`src/rtl/noc_flit_pkg.sv`:
```
// Shared flit definitions for the mesh router.
//   - Output port indices (N, E, S, W, L) and the port count.
//   - Default header positions of the multicast flag and the 5-bit output mask.
//   - Helper functions that operate on the 32-bit header word: the low 32 bits of a flit.
package noc_flit_pkg;

  localparam int NUM_PORTS = 5;
  localparam int PORT_N    = 0;
  localparam int PORT_E    = 1;
  localparam int PORT_S    = 2;
  localparam int PORT_W    = 3;
  localparam int PORT_L    = 4;

  localparam int HDR_W          = 32;
  localparam int MCAST_FLAG_BIT = 31;
  localparam int MCAST_MASK_LSB = 26;

  typedef logic [NUM_PORTS-1:0] port_mask_t;

  function automatic logic flit_is_mcast(input logic [HDR_W-1:0] hdr,
                                         input logic [4:0]       flag_bit);
    return hdr[flag_bit];
  endfunction

  function automatic port_mask_t flit_mask(input logic [HDR_W-1:0] hdr,
                                           input logic [4:0]       mask_lsb);
    return hdr[mask_lsb +: NUM_PORTS];
  endfunction

  function automatic logic [HDR_W-1:0] flit_clear_mcast(input logic [HDR_W-1:0] hdr,
                                                        input logic [4:0]       flag_bit);
    logic [HDR_W-1:0] r;
    r           = hdr;
    r[flag_bit] = 1'b0;
    return r;
  endfunction

endpackage

```
`src/rtl/mcast_replicate_tx.sv`:
```
// Per-input-port transmit stage of the mesh router.
// It takes the flit at the input FIFO head and drives it to one or more of the
// five router outputs. A multicast flit is issued atomically to every port in
// its header mask. A unicast flit is issued to the single port given by in_route.
// Each port drains independently. A new flit is accepted only when no port is
// still holding the current one. Malformed flits are consumed and counted.
//
// Ports:
//   clk, rst_n   clock; asynchronous active-low reset
//   in_flit      flit at the FIFO head
//   in_valid     in_flit valid
//   in_route     XY-routed unicast port (N=0, E=1, S=2, W=3, L=4)
//   in_ready     flit consumed this cycle
//   out_flit     per-port flit; port p occupies [p*FLIT_W +: FLIT_W]
//   out_valid    per-port valid
//   out_ready    per-port downstream ready
//   drop_pulse   one-cycle pulse after a malformed flit is discarded
//   mcast_cnt    multicast flits whose copies have all been delivered
//   drop_cnt     discarded flits
// FLIT_W must be at least 32, because the header occupies the low 32 bits.
module mcast_replicate_tx #(
  parameter int FLIT_W              = 64,
  parameter int ENABLE_MCAST        = 1,
  parameter int MCAST_CLEAR_ON_SEND = 1,
  parameter int MCAST_FLAG_BIT      = noc_flit_pkg::MCAST_FLAG_BIT,
  parameter int MCAST_MASK_LSB      = noc_flit_pkg::MCAST_MASK_LSB,
  parameter int CNT_W               = 16
) (
  input  logic                clk,
  input  logic                rst_n,
  input  logic [FLIT_W-1:0]   in_flit,
  input  logic                in_valid,
  input  logic [2:0]          in_route,
  output logic                in_ready,
  output logic [5*FLIT_W-1:0] out_flit,
  output logic [4:0]          out_valid,
  input  logic [4:0]          out_ready,
  output logic                drop_pulse,
  output logic [CNT_W-1:0]    mcast_cnt,
  output logic [CNT_W-1:0]    drop_cnt
);

  import noc_flit_pkg::*;

  logic [HDR_W-1:0]  hdr;
  logic              is_mc;
  port_mask_t        route_oh;
  port_mask_t        tgt;
  logic [FLIT_W-1:0] flit_d;
  logic              accept;
  logic              issue_done;
  logic              malformed;

  port_mask_t        pending;
  logic [FLIT_W-1:0] flit_q;
  logic              mc_q;

  assign hdr = in_flit[HDR_W-1:0];

  always_comb begin
    is_mc    = (ENABLE_MCAST != 0) && flit_is_mcast(hdr, 5'(MCAST_FLAG_BIT));
    route_oh = '0;
    if (in_route < 3'(NUM_PORTS)) route_oh[in_route] = 1'b1;
    tgt      = is_mc ? flit_mask(hdr, 5'(MCAST_MASK_LSB)) : route_oh;
    flit_d   = in_flit;
    if (is_mc && (MCAST_CLEAR_ON_SEND != 0))
      flit_d[HDR_W-1:0] = flit_clear_mcast(hdr, 5'(MCAST_FLAG_BIT));
  end

  // Ready as soon as every still-pending port drains this cycle, so a new
  // flit can load on the same edge that the last copy leaves.
  assign in_ready   = ~|(pending & ~out_ready);
  assign accept     = in_valid & in_ready;
  assign issue_done = (|pending) & in_ready;
  // An empty target set covers both a zero-mask multicast and an out-of-range route.
  assign malformed  = (tgt == '0);

  // Control and counters. issue_done counts the flit being retired, even if
  // a new flit is accepted on the same edge.
  always_ff @(posedge clk or negedge rst_n) begin
    if (!rst_n) begin
      pending    <= '0;
      mc_q       <= 1'b0;
      drop_pulse <= 1'b0;
      mcast_cnt  <= '0;
      drop_cnt   <= '0;
    end else begin
      drop_pulse <= accept && malformed;
      if (accept) begin
        pending <= tgt;
        mc_q    <= is_mc;
      end else begin
        pending <= pending & ~out_ready;
      end
      if (issue_done && mc_q)   mcast_cnt <= mcast_cnt + CNT_W'(1);
      if (accept && malformed)  drop_cnt  <= drop_cnt + CNT_W'(1);
    end
  end

  // The data register is not reset. The outputs are gated by pending, so the
  // stale contents are never visible.
  always_ff @(posedge clk) begin
    if (accept) flit_q <= flit_d;
  end

  assign out_valid = pending;

  for (genvar p = 0; p < NUM_PORTS; p++) begin : g_port
    assign out_flit[p*FLIT_W +: FLIT_W] = pending[p] ? flit_q : '0;
  end

endmodule

```
`config.mk`:
```
export PLATFORM = sky130hd
export DESIGN_NAME = mcast_replicate_tx
export DESIGN_NICKNAME = d
export VERILOG_FILES = /design/src/rtl/noc_flit_pkg.sv /design/src/rtl/mcast_replicate_tx.sv
export SDC_FILE = /design/constraint.sdc
export NUM_CORES = 1
export LEC_CHECK = 0
export CORE_AREA = 2 2 171 173
export DETAILED_ROUTE_END_ITERATION = 10
export DIE_AREA = 0 0 173 175
export GPL_TIMING_DRIVEN = 0
export PLACE_DENSITY = 0.63
export REMOVE_ABC_BUFFERS = 1
export SLEW_MARGIN = 0
export SYNTH_ARGS = -nofsm -noshare
export SYNTH_HDL_FRONTEND = slang
export SYNTH_SLANG_ARGS = --single-unit
```
`constraint.sdc`:
```
create_clock -name clk -period 5.4 [get_ports clk]
set_input_delay 0.81 -clock clk [delete_from_list [all_inputs] [get_ports clk]]
set_output_delay 0.81 -clock clk [all_outputs]
set_load 0.02 [all_outputs]
```
---- Word level (Yosys, flattened, before mapping) ----
Index checks and enable logic that the tools add are counted.
storage, ports and cells
  register bits ........................... 102
  input port bits ......................... 75
  output and inout bits ................... 359
  logic and storage cells ................. 32
operators by class
  add/subtract/negate cells ............... 2
  $lt $le $gt $ge ......................... 3
  mux-type cells .......................... 10
  bitwise logic cells ..................... 4
  reductions and logical operators ........ 7
operators by type and width
  cell                     number
  $mux W64                 5
  $add A16 B1 Y16 const B  2
  $mux W5                  3
  $reduce_or A5 Y1         2
  $and A5 B5 Y5            1
  $logic_not A5 Y1         1
  $not A5 Y5               1
  $lt A3 B4 Y1 const B     1
  $demux W1 S3             1
  $ge A3 B1 Y1 const B     1
  $logic_and A1 B1 Y1      3
  $lt A3 B3 Y1 const B     1
  $and A1 B1 Y1            2
  $logic_not A1 Y1         1
  $mux W1                  1

---- Depth between registers and ports, before layout ----
Gate-level depths: netlist of run 1.
  depth after elaboration ................. 8
  gate-level depth with buffers ........... 7
  gate-level depth less buffers ........... 6

---- Worst setup path before layout of run 1 ----
No wires, ideal clock.
  kind .................................... in2reg
  start point ............................. input port out_ready[0]
  end point ............................... register flit_q[0] (enable)
  library setup time ...................... 0.417 ns
  arrival time ............................ 2.995 ns
  data required time ...................... 4.983 ns
  path slack .............................. 1.988 ns
  cell stages on the path ................. 5
  buffers on the path ..................... 0
  cell sequence ........................... nand2b_1 -> nand4_1 -> nor2_1 -> nand2_1 -> inv_1
between the ends
  longest elaborated chain between the ends .. 5
ends and longest elaborated chain
  item                  RTL line                   source
  start, declared       mcast_replicate_tx.sv:37   input logic [4:0] out_ready,
  $not A5 Y5            mcast_replicate_tx.sv:72   assign in_ready = ~|(pending & ~out_ready);
  $and A5 B5 Y5         mcast_replicate_tx.sv:72
  $reduce_or A5 Y1      mcast_replicate_tx.sv:72
  $logic_not A1 Y1      mcast_replicate_tx.sv:72
  via in_ready          mcast_replicate_tx.sv:34   output logic in_ready,
  $and A1 B1 Y1         mcast_replicate_tx.sv:73   assign accept = in_valid & in_ready;
  via accept            mcast_replicate_tx.sv:50   logic accept;
  end signal, assigned  mcast_replicate_tx.sv:103  if (accept) flit_q <= flit_d;
  end, declared         mcast_replicate_tx.sv:55   logic [FLIT_W-1:0] flit_q;
The timed path passes the listed nets, and every way through them passes these cells.
A chain may end at the register's enable or synchronous reset.

---- Worst setup path after layout of run 1 ----
  start point ............................. input port out_ready[0]
  end point ............................... output port in_ready
between the ends
  longest elaborated chain between the ends .. 4
ends and longest elaborated chain
  item              RTL line
  $not A5 Y5        mcast_replicate_tx.sv:72
  $and A5 B5 Y5     mcast_replicate_tx.sv:72
  $reduce_or A5 Y1  mcast_replicate_tx.sv:72
  $logic_not A1 Y1  mcast_replicate_tx.sv:72
  end, declared     mcast_replicate_tx.sv:34
No other way between the ends.

==> out/metrics.cfg, run 1 <==
[clock_network]
clock_latency_ps=350
cts_buffers=9
path_clk_slew_ps=80
cts_setup_buffers=0
clock-sinks=102
htree_levels=3
ctsResizeCount=0
clockBufferDepth=2
cts_root_buf=clkbuf_16
postCtsHoldBufs=0
cts_tree=done

[sta]
period_needed_ps=3360
fin_setup_tns_ps=0
max_freq_mhz=298
tightest_slew_ps=883
final.period_utilization_pct=62.2
setup_viol=0
drv_slew=0
timing.slew.headroom_pct=41.2
finalHoldViolCount=0
rsz0062_at_grt=false
skew_ps=11.9

[worst_setup_path]
start_kind=primary input
rr_startpoint=out_valid[4]
critPathMaxFanout=5
r2r.worst_path.cells=6
critPathArrivalTime_ps=2550
r2r-end=flit_q[33]
critPathRequiredTime_ps=4590
crit_type=in -> out
critPathLaunch=out_ready[0]
r2r_setup_slack_ps=2560
endpoint_kind=output pin

[cells_and_area]
final_cell_count_no_fill=1379
drive_above_1_share_pct=4.12
layout_commonest_cell=clkdlybuf4s50_1
post-route-util_pct=38.4
layout_common_cells=clkdlybuf4s50_1, and2_1, edfxtp_1
area_growth_pct=84.7
final_net_count=1066
final.fill_count=2844

[grt]
grt_pass1_wl_mm=35.2
grt.total_usage_pct=15.2
grt_pass1_vias=5345
grt_max_degree=64
grt_overflow=0
antenna_found_initial=0

[floorplanning]
die-width_um=173
io-pin-count=434
rows=62
coreArea_mm2=0.0284
die_y_um=175
start_util_pct=20.8
dieArea_mm2=0.0303

[pwr]
p_leak_nw=4.07
max-vdd-ir-drop_v=0.000190
power_density_mw_per_mm2=270

[drt]
drc=0
vias_per_cell=4.07
antenna_left=0
wire_per_inst_um=17.6
vias=5608
dr.pass1.iters=4
drtIter0Drc=263
routed_wl_mm=24.2

[yosys]
ys_types=36
syn_area_mm2=0.00591
avgSynthCellArea_um2=10.1
ys_seq_elements=102
synth_warnings=0
yosysSeqAreaShare_pct=48.5
syn_inst=583

[hold_path]
hold_depth=1
hold_end=mcast_cnt[15]
hp-start=mcast_cnt[15]
hold_path.class=reg -> reg

[place]
gp_congestion=0.768
dp_hpwl_mm=18.3
io_buffers=428
place_inst=1362

[run_status]
status=finished, final reports clean

[job]
drv_cap=0

synth_stat cells:
cell type / n / area (um2)
nand3_1: 8 / 40.0
or4b_1: 1 / 10.0
and3_1: 3 / 18.8
edfxtp_1: 63 / 1890
o21bai_1: 1 / 7.51
nor4_1: 3 / 18.8
or4_1: 1 / 7.51
nor3_2: 7 / 70.1
clkbuf_1: 36 / 135
nand2b_1: 4 / 25.0
nand4_1: 10 / 62.6
and2_1: 315 / 1970
nor3_1: 1 / 5.00
dfrtp_1: 39 / 976
nand4b_2: 1 / 15.0
nor4bb_1: 1 / 10.0
mux2_2: 2 / 22.5
buf_4: 5 / 37.5
inv_1: 3 / 11.3
conb_1: 1 / 3.75
buf_6: 1 / 11.3
nor2_1: 6 / 22.5
a21oi_1: 5 / 25.0
o21ai_0: 4 / 20.0
xnor2_1: 16 / 140
o2111ai_1: 1 / 8.76
ha_1: 2 / 25.0
nand2_1: 16 / 60.1
nor4b_1: 3 / 26.3
xor2_1: 14 / 123
mux2i_1: 1 / 10.0
o22ai_2: 1 / 12.5
nor2b_1: 2 / 12.5
and4_1: 4 / 35.0
nor4_2: 1 / 12.5
nor4b_4: 1 / 23.8
per-layer routing:
metal  part of all wire (%)  routed length [um]  track usage [%]  vias up
li1                       -                   -                -     2683
met1                     41                9990             18.2     2676
met2                     52               12500             27.8      229
met3                    5.7                1370             3.46       20
met4                    1.3                 309             3.32        0
met5                      0                   0                0        -
final cells by class:
type	count	area [um2]	share of cell area, %
clock inverters	6	62.6	0.573
multi-input cells	440	2860	26.2
repair buffers	433	4380	40.1
inverters	3	13.8	0.126
clock buffers	10	239	2.19
well taps	384	480	4.40
flip-flops and latches	102	2870	26.3
diodes	1	2.50	0.0229
power by group:
group | internal (W) | switching (W) | total (W)
Clock | 0.000339 | 0.000328 | 0.000666
Combinational | 0.000579 | 0.000595 | 0.00117
Sequential | 0.000940 | 0.000161 | 0.00110
Total | 0.00186 | 0.00108 | 0.00294
per-stage QoR:
step | setup slack (ps) | cell area (um2) | hold WS, ps | power (W)
floorplan | 1870 | 5740 | 514 | 0.00161
global placement | 468 | 10500 | 462 | 0.00228
detailed placement | 1980 | 10600 | 468 | 0.00231
CTS | 2000 | 10900 | 488 | 0.00299
global route | 1900 | 10900 | 504 | 0.00309
finish | 2040 | 10900 | 484 | 0.00294
cell families (layout without fill, tap and decap cells):
| logic type | after synthesis | in the layout | share of synthesized area [%] |
|---|---|---|---|
| flip-flops | 102 | 102 | 48.5 |
| buffers and inverters | 45 | 452 | 3.30 |
| AND/OR/NAND/NOR | 388 | 388 | 41.4 |
| adder cells (fa/ha/maj) | 2 | 2 | 0.424 |
| other | 1 | 6 | 0.0635 |
| AO/OA/AOI/OAI | 12 | 12 | 1.25 |
| XOR/XNOR | 30 | 30 | 4.45 |
| multiplexers | 3 | 3 | 0.551 |
registers in the layout, summed over array words and instances, names as in the netlist:
| name | cells |
|---|---|
| drop_pulse | 1 |
| flit_q | 63 |
| mcast_cnt | 16 |
| mc_q | 1 |
| out_valid | 5 |
| drop_cnt | 16 |
critical path, stage by stage:
cell and delay [ps]:
clkdlybuf4s50_1 460, nand2b_1 120, nand4_1 280, nor2_1 230, clkdlybuf4s50_1 640
worst max path at each step:
stage               slack (ps)  cells past startpoint            to
floorplan                 1870                      5     flit_q[0]
global placement           470                      5    flit_q[58]
detailed placement        1980                      6  drop_cnt[13]
CTS                       2000                      5      in_ready
global route              1900                      5      in_ready
finish                    2040                      5      in_ready
No activity file was read; power rests on OpenSTA's default activity.
==> run 2: changes to the inputs <==
--- a/config.mk
+++ b/config.mk
@@ -9,7 +9,7 @@
 export DETAILED_ROUTE_END_ITERATION = 10
 export DIE_AREA = 0 0 173 175
 export GPL_TIMING_DRIVEN = 0
-export PLACE_DENSITY = 0.63
+export PLACE_DENSITY = 0.65
 export REMOVE_ABC_BUFFERS = 1
 export SLEW_MARGIN = 0
 export SYNTH_ARGS = -nofsm -noshare
==> constraint.sdc (replaced) <==
create_clock -name clk -period 2.8 [get_ports clk]
set_input_delay 0.42 -clock clk [delete_from_list [all_inputs] [get_ports clk]]
set_output_delay 0.42 -clock clk [all_outputs]
set_load 0.02 [all_outputs]
==> out/metrics.cfg, run 2 (synthesis results as in run 1) <==
[sta]
drv_slew=0
skew_ps=8.65
period_needed_ps=2580
finalHoldViolCount=0
rsz0062_at_grt=false
setup_viol=0
max_freq_mhz=387
final.period_utilization_pct=92.3
worst_slack_ps=216
tightest_slew_ps=892
timing.slew.headroom_pct=40.5

[floorplanning]
start_util_pct=20.8
rows=62
die_y_um=175
die-width_um=173
dieArea_mm2=0.0303
coreArea_mm2=0.0284
io-pin-count=434

[pwr]
switching_power_w=0.00209
seqPwrFrac_pct=37.5
swShare_pct=36.9
max-vdd-ir-drop_v=0.000342
p_leak_nw=4.09
p_clk_share_pct=22.4
power_w=0.00565
p_comb_share_pct=40.1
intPower_w=0.00356
power_density_mw_per_mm2=517

[clock_network]
cts_buffers=9
clockBufferDepth=2
htree_levels=3
cts_root_buf=clkbuf_16
clock_latency_ps=350
postCtsHoldBufs=0
cts_tree=done
clock-sinks=102
path_clk_slew_ps=80

[place]
io_buffers=428
gp_congestion=0.799
place_inst=1362
dp_hpwl_mm=17.8
place_ws_ps=-238

[cells_and_area]
final_cell_count_no_fill=1380
multi_input_area_mm2=0.00287
regArea_mm2=0.00288
reg_top3=flit_q: 63 flops, drop_cnt: 16 flops, mcast_cnt: 16 flops
final_net_count=1067
regMostFlops=flit_q
largest_register_ffs=63
drive_above_1_share_pct=4.32
final.fill_count=2922
area_growth_pct=85.0
layout_commonest_cell=clkdlybuf4s50_1
layout_common_cells=clkdlybuf4s50_1, and2_1, edfxtp_1
post-route-util_pct=38.5

[grt]
grt.total_usage_pct=15.0
grt_overflow=0
grt_pass1_wl_mm=34.8
grt_pass1_vias=5401
antenna_found_initial=0
grt_max_degree=64

[drt]
drtIter0Drc=245
routed_wl_mm=23.6
vias_per_cell=4.12
vias=5691
antenna_left=0
dr.pass1.iters=4
drc=0
wire_per_inst_um=17.1

[worst_setup_path]
start_kind=flop
critPathRequiredTime_ps=2380
critPathMaxFanout=38
endpoint_kind=output pin
critPathArrivalTime_ps=2160
crit_type=reg -> out

[run_status]
status=finished, final reports clean

[job]
drv_cap=0

[hold_path]
hold_path.class=in -> async

-- run 2: per-layer routing --
layer | track usage [%] | vias to the layer above | part of all wire [%]
met1 | 18.2 | 2722 | 41
met3 | 3.68 | 22 | 7.0
met5 | 0 | - | 0
met4 | 4.03 | 0 | 1.7
li1 | - | 2691 | -
met2 | 26.4 | 256 | 50
-- run 2: cell type report --
cell class | instances | share of cell area, %
Clock inverter | 7 | 0.573
Multi-Input combinational cell | 440 | 26.3
Sequential cell | 102 | 26.4
Timing Repair Buffer | 434 | 40.2
Inverter | 3 | 0.149
Clock buffer | 9 | 2.06
Tap cell | 384 | 4.40
Antenna cell | 1 | 0.0229
-- run 2: power by group through the flow --
stage,combinational (W),clock (W),sequential [W]
6_report,0.00227,0.00126,0.00212
5_1_grt,0.00239,0.00138,0.00217
4_1_cts,0.00229,0.00133,0.00213
3_5_place_dp,0.00228,0,0.00216
3_3_place_gp,0.00214,0,0.00225
2_1_floorplan,0.000954,0,0.00214
-- run 2: through the flow --
stage | hold slack (ps) | setup TNS, ps | area (um2)
detailed placement | 461 | -9300 | 10600
global route | 230 | 0 | 10900
CTS | 203 | 0 | 10900
floorplan | 124 | -45830 | 5740
finish | 183 | 0 | 10900
global placement | 461 | -271910 | 10500
-- run 2: repair_timing --
item,CTS,global route
setup buffers,1,0
pin swaps,1,0
setup endpoints to repair,64,66
resized for setup,3,3
-- run 2: final timing paths --
check	start	endpoint	slack, ps	cells after the start
max	out_valid[4]	out_flit[317]	220	3
min	rst_n	mcast_cnt[9]	180	1
max reg2reg	out_valid[0]	flit_q[32]	320	6
min reg2reg	drop_cnt[15]	drop_cnt[15]	480	1
max in group asynchronous	rst_n	out_valid[0]	1950	1
min in group clk	drop_cnt[15]	drop_cnt[15]	480	1
-- run 2: worst max-delay path, stage by stage, from the launching register on --
cell             delay [ps]
dfrtp_2                 710
buf_12                  270
and2_1                  190
clkdlybuf4s50_1         630
==> run 3: changes to the inputs <==
--- a/config.mk
+++ b/config.mk
@@ -11,6 +11,7 @@
 export GPL_TIMING_DRIVEN = 0
 export PLACE_DENSITY = 0.65
 export REMOVE_ABC_BUFFERS = 1
+export SETUP_SLACK_MARGIN = 0.4
 export SLEW_MARGIN = 0
 export SYNTH_ARGS = -nofsm -noshare
 export SYNTH_HDL_FRONTEND = slang
==> out/metrics.cfg, run 3 (synthesis results as in run 1) <==
[drt]
drc=0
vias_per_cell=4.10
dr.pass1.iters=4
vias=5697
drtIter0Drc=287
wire_per_inst_um=17.6
routed_wl_mm=24.5
antenna_left=0

[sta]
rsz0062_at_grt=false
timing.slew.headroom_pct=40.4
finalHoldViolCount=0
period_needed_ps=2350
tightest_slew_ps=893
hold_ws_ps=181
final.period_utilization_pct=83.8
drv_slew=0
setup_viol=0
max_freq_mhz=426
skew_ps=9.19

[grt]
grt_max_degree=64
grt_overflow=0
grt_pass1_vias=5489
antenna_found_initial=1
grt_pass1_wl_mm=35.9
grt.total_usage_pct=15.7

[floorplanning]
io-pin-count=434
die_y_um=175
rows=62
die-width_um=173
start_util_pct=20.8
coreArea_mm2=0.0284
dieArea_mm2=0.0303

[clock_network]
postCtsHoldBufs=0
cts_tree=done
clockBufferDepth=2
clock_latency_ps=350
cts_root_buf=clkbuf_16
cts_buffers=9
path_clk_slew_ps=80
htree_levels=3
clock-sinks=102

[pwr]
power_density_mw_per_mm2=518
max-vdd-ir-drop_v=0.000342
p_leak_nw=4.15

[cells_and_area]
largest_register_ffs=63
layout_common_cells=clkdlybuf4s50_1, and2_1, edfxtp_1
drive_above_1_share_pct=5.57
area_growth_pct=87.3
post-route-util_pct=39.0
final_cell_count_no_fill=1391
reg_top3=flit_q: 63 flops, drop_cnt: 16 flops, mcast_cnt: 16 flops
regMostFlops=flit_q
layout_commonest_cell=clkdlybuf4s50_1
final_net_count=1078

[job]
drv_cap=0

[worst_setup_path]
r2r.worst_path.cells=6
cp_cell_sequence=clkdlybuf4s50_1 -> or4b_1 -> o22ai_2 -> nand4b_4 -> nor4_1 -> xor2_1
start_kind=primary input
critPathArrivalTime_ps=2620
slowest_delay_ps=580
critical_path_buf_inv_count=1
critical-path-top-delay-family=simple AND/OR/NAND/NOR gates
rr_startpoint=out_valid[0]
slowest_stage=or4b_1
endpoint_kind=flop
r2r-end=flit_q[32]
r2r_setup_slack_ps=560
crit_type=in -> reg
critPathMaxFanout=13
critPathRequiredTime_ps=3080

[place]
place_inst=1362
gp_congestion=0.799
io_buffers=428
dp_hpwl_mm=17.8

[hold_path]
hold_path.class=in -> async

[run_status]
status=finished, final reports clean

run 3: how the worst max path moves through the flow:
stage	cells past startpoint	start	end	slack, ps
after floorplan	5	out_valid[4]	flit_q[0]	-730
after global placement	5	out_valid[4]	flit_q[47]	-2210
after detailed placement	7	in_flit[31]	drop_cnt[14]	-240
after CTS	3	out_valid[2]	out_flit[184]	420
after global routing	6	out_valid[0]	flit_q[32]	400
final	6	in_flit[29]	drop_cnt[11]	450
run 3: repair_timing:
action / in CTS / in global routing
endpoints found under the setup margin: 272 / 103
resized for setup: 12 / 2
pin swaps: 1 / 0
setup buffers: 10 / 2
run 3: layout make-up:
type                    count  area, um2
fillers                  2911      17300
repair buffers            445       4510
flip-flops and latches    102       2890
multi-input cells         440       2880
well taps                 384        480
clock buffers               9        225
clock inverters             7       62.6
inverters                   3       18.8
diodes                      1       2.50
run 3: report_power, final:
part	total [W]	switching [W]	internal [W]
combinational	0.00240	0.00124	0.00116
sequential	0.00206	0.000239	0.00182
clock	0.00127	0.000640	0.000628
run 3: metal layers:
metal | global-route usage [%] | wire length, um
met1 | 19.3 | 10100
met2 | 27.3 | 12100
met3 | 3.87 | 1840
met4 | 4.31 | 458
met5 | 0 | 0
run 3: metrics by stage:
step	cell area, um2	power, W	TNS, ps	setup WS (ps)
2_1_floorplan	5740	0.00310	-45830	-727
3_3_place_gp	10500	0.00439	-271910	-2210
3_5_place_dp	10600	0.00444	-9300	-238
4_1_cts	11000	0.00582	0	416
5_1_grt	11100	0.00602	0	401
6_report	11100	0.00573	0	454
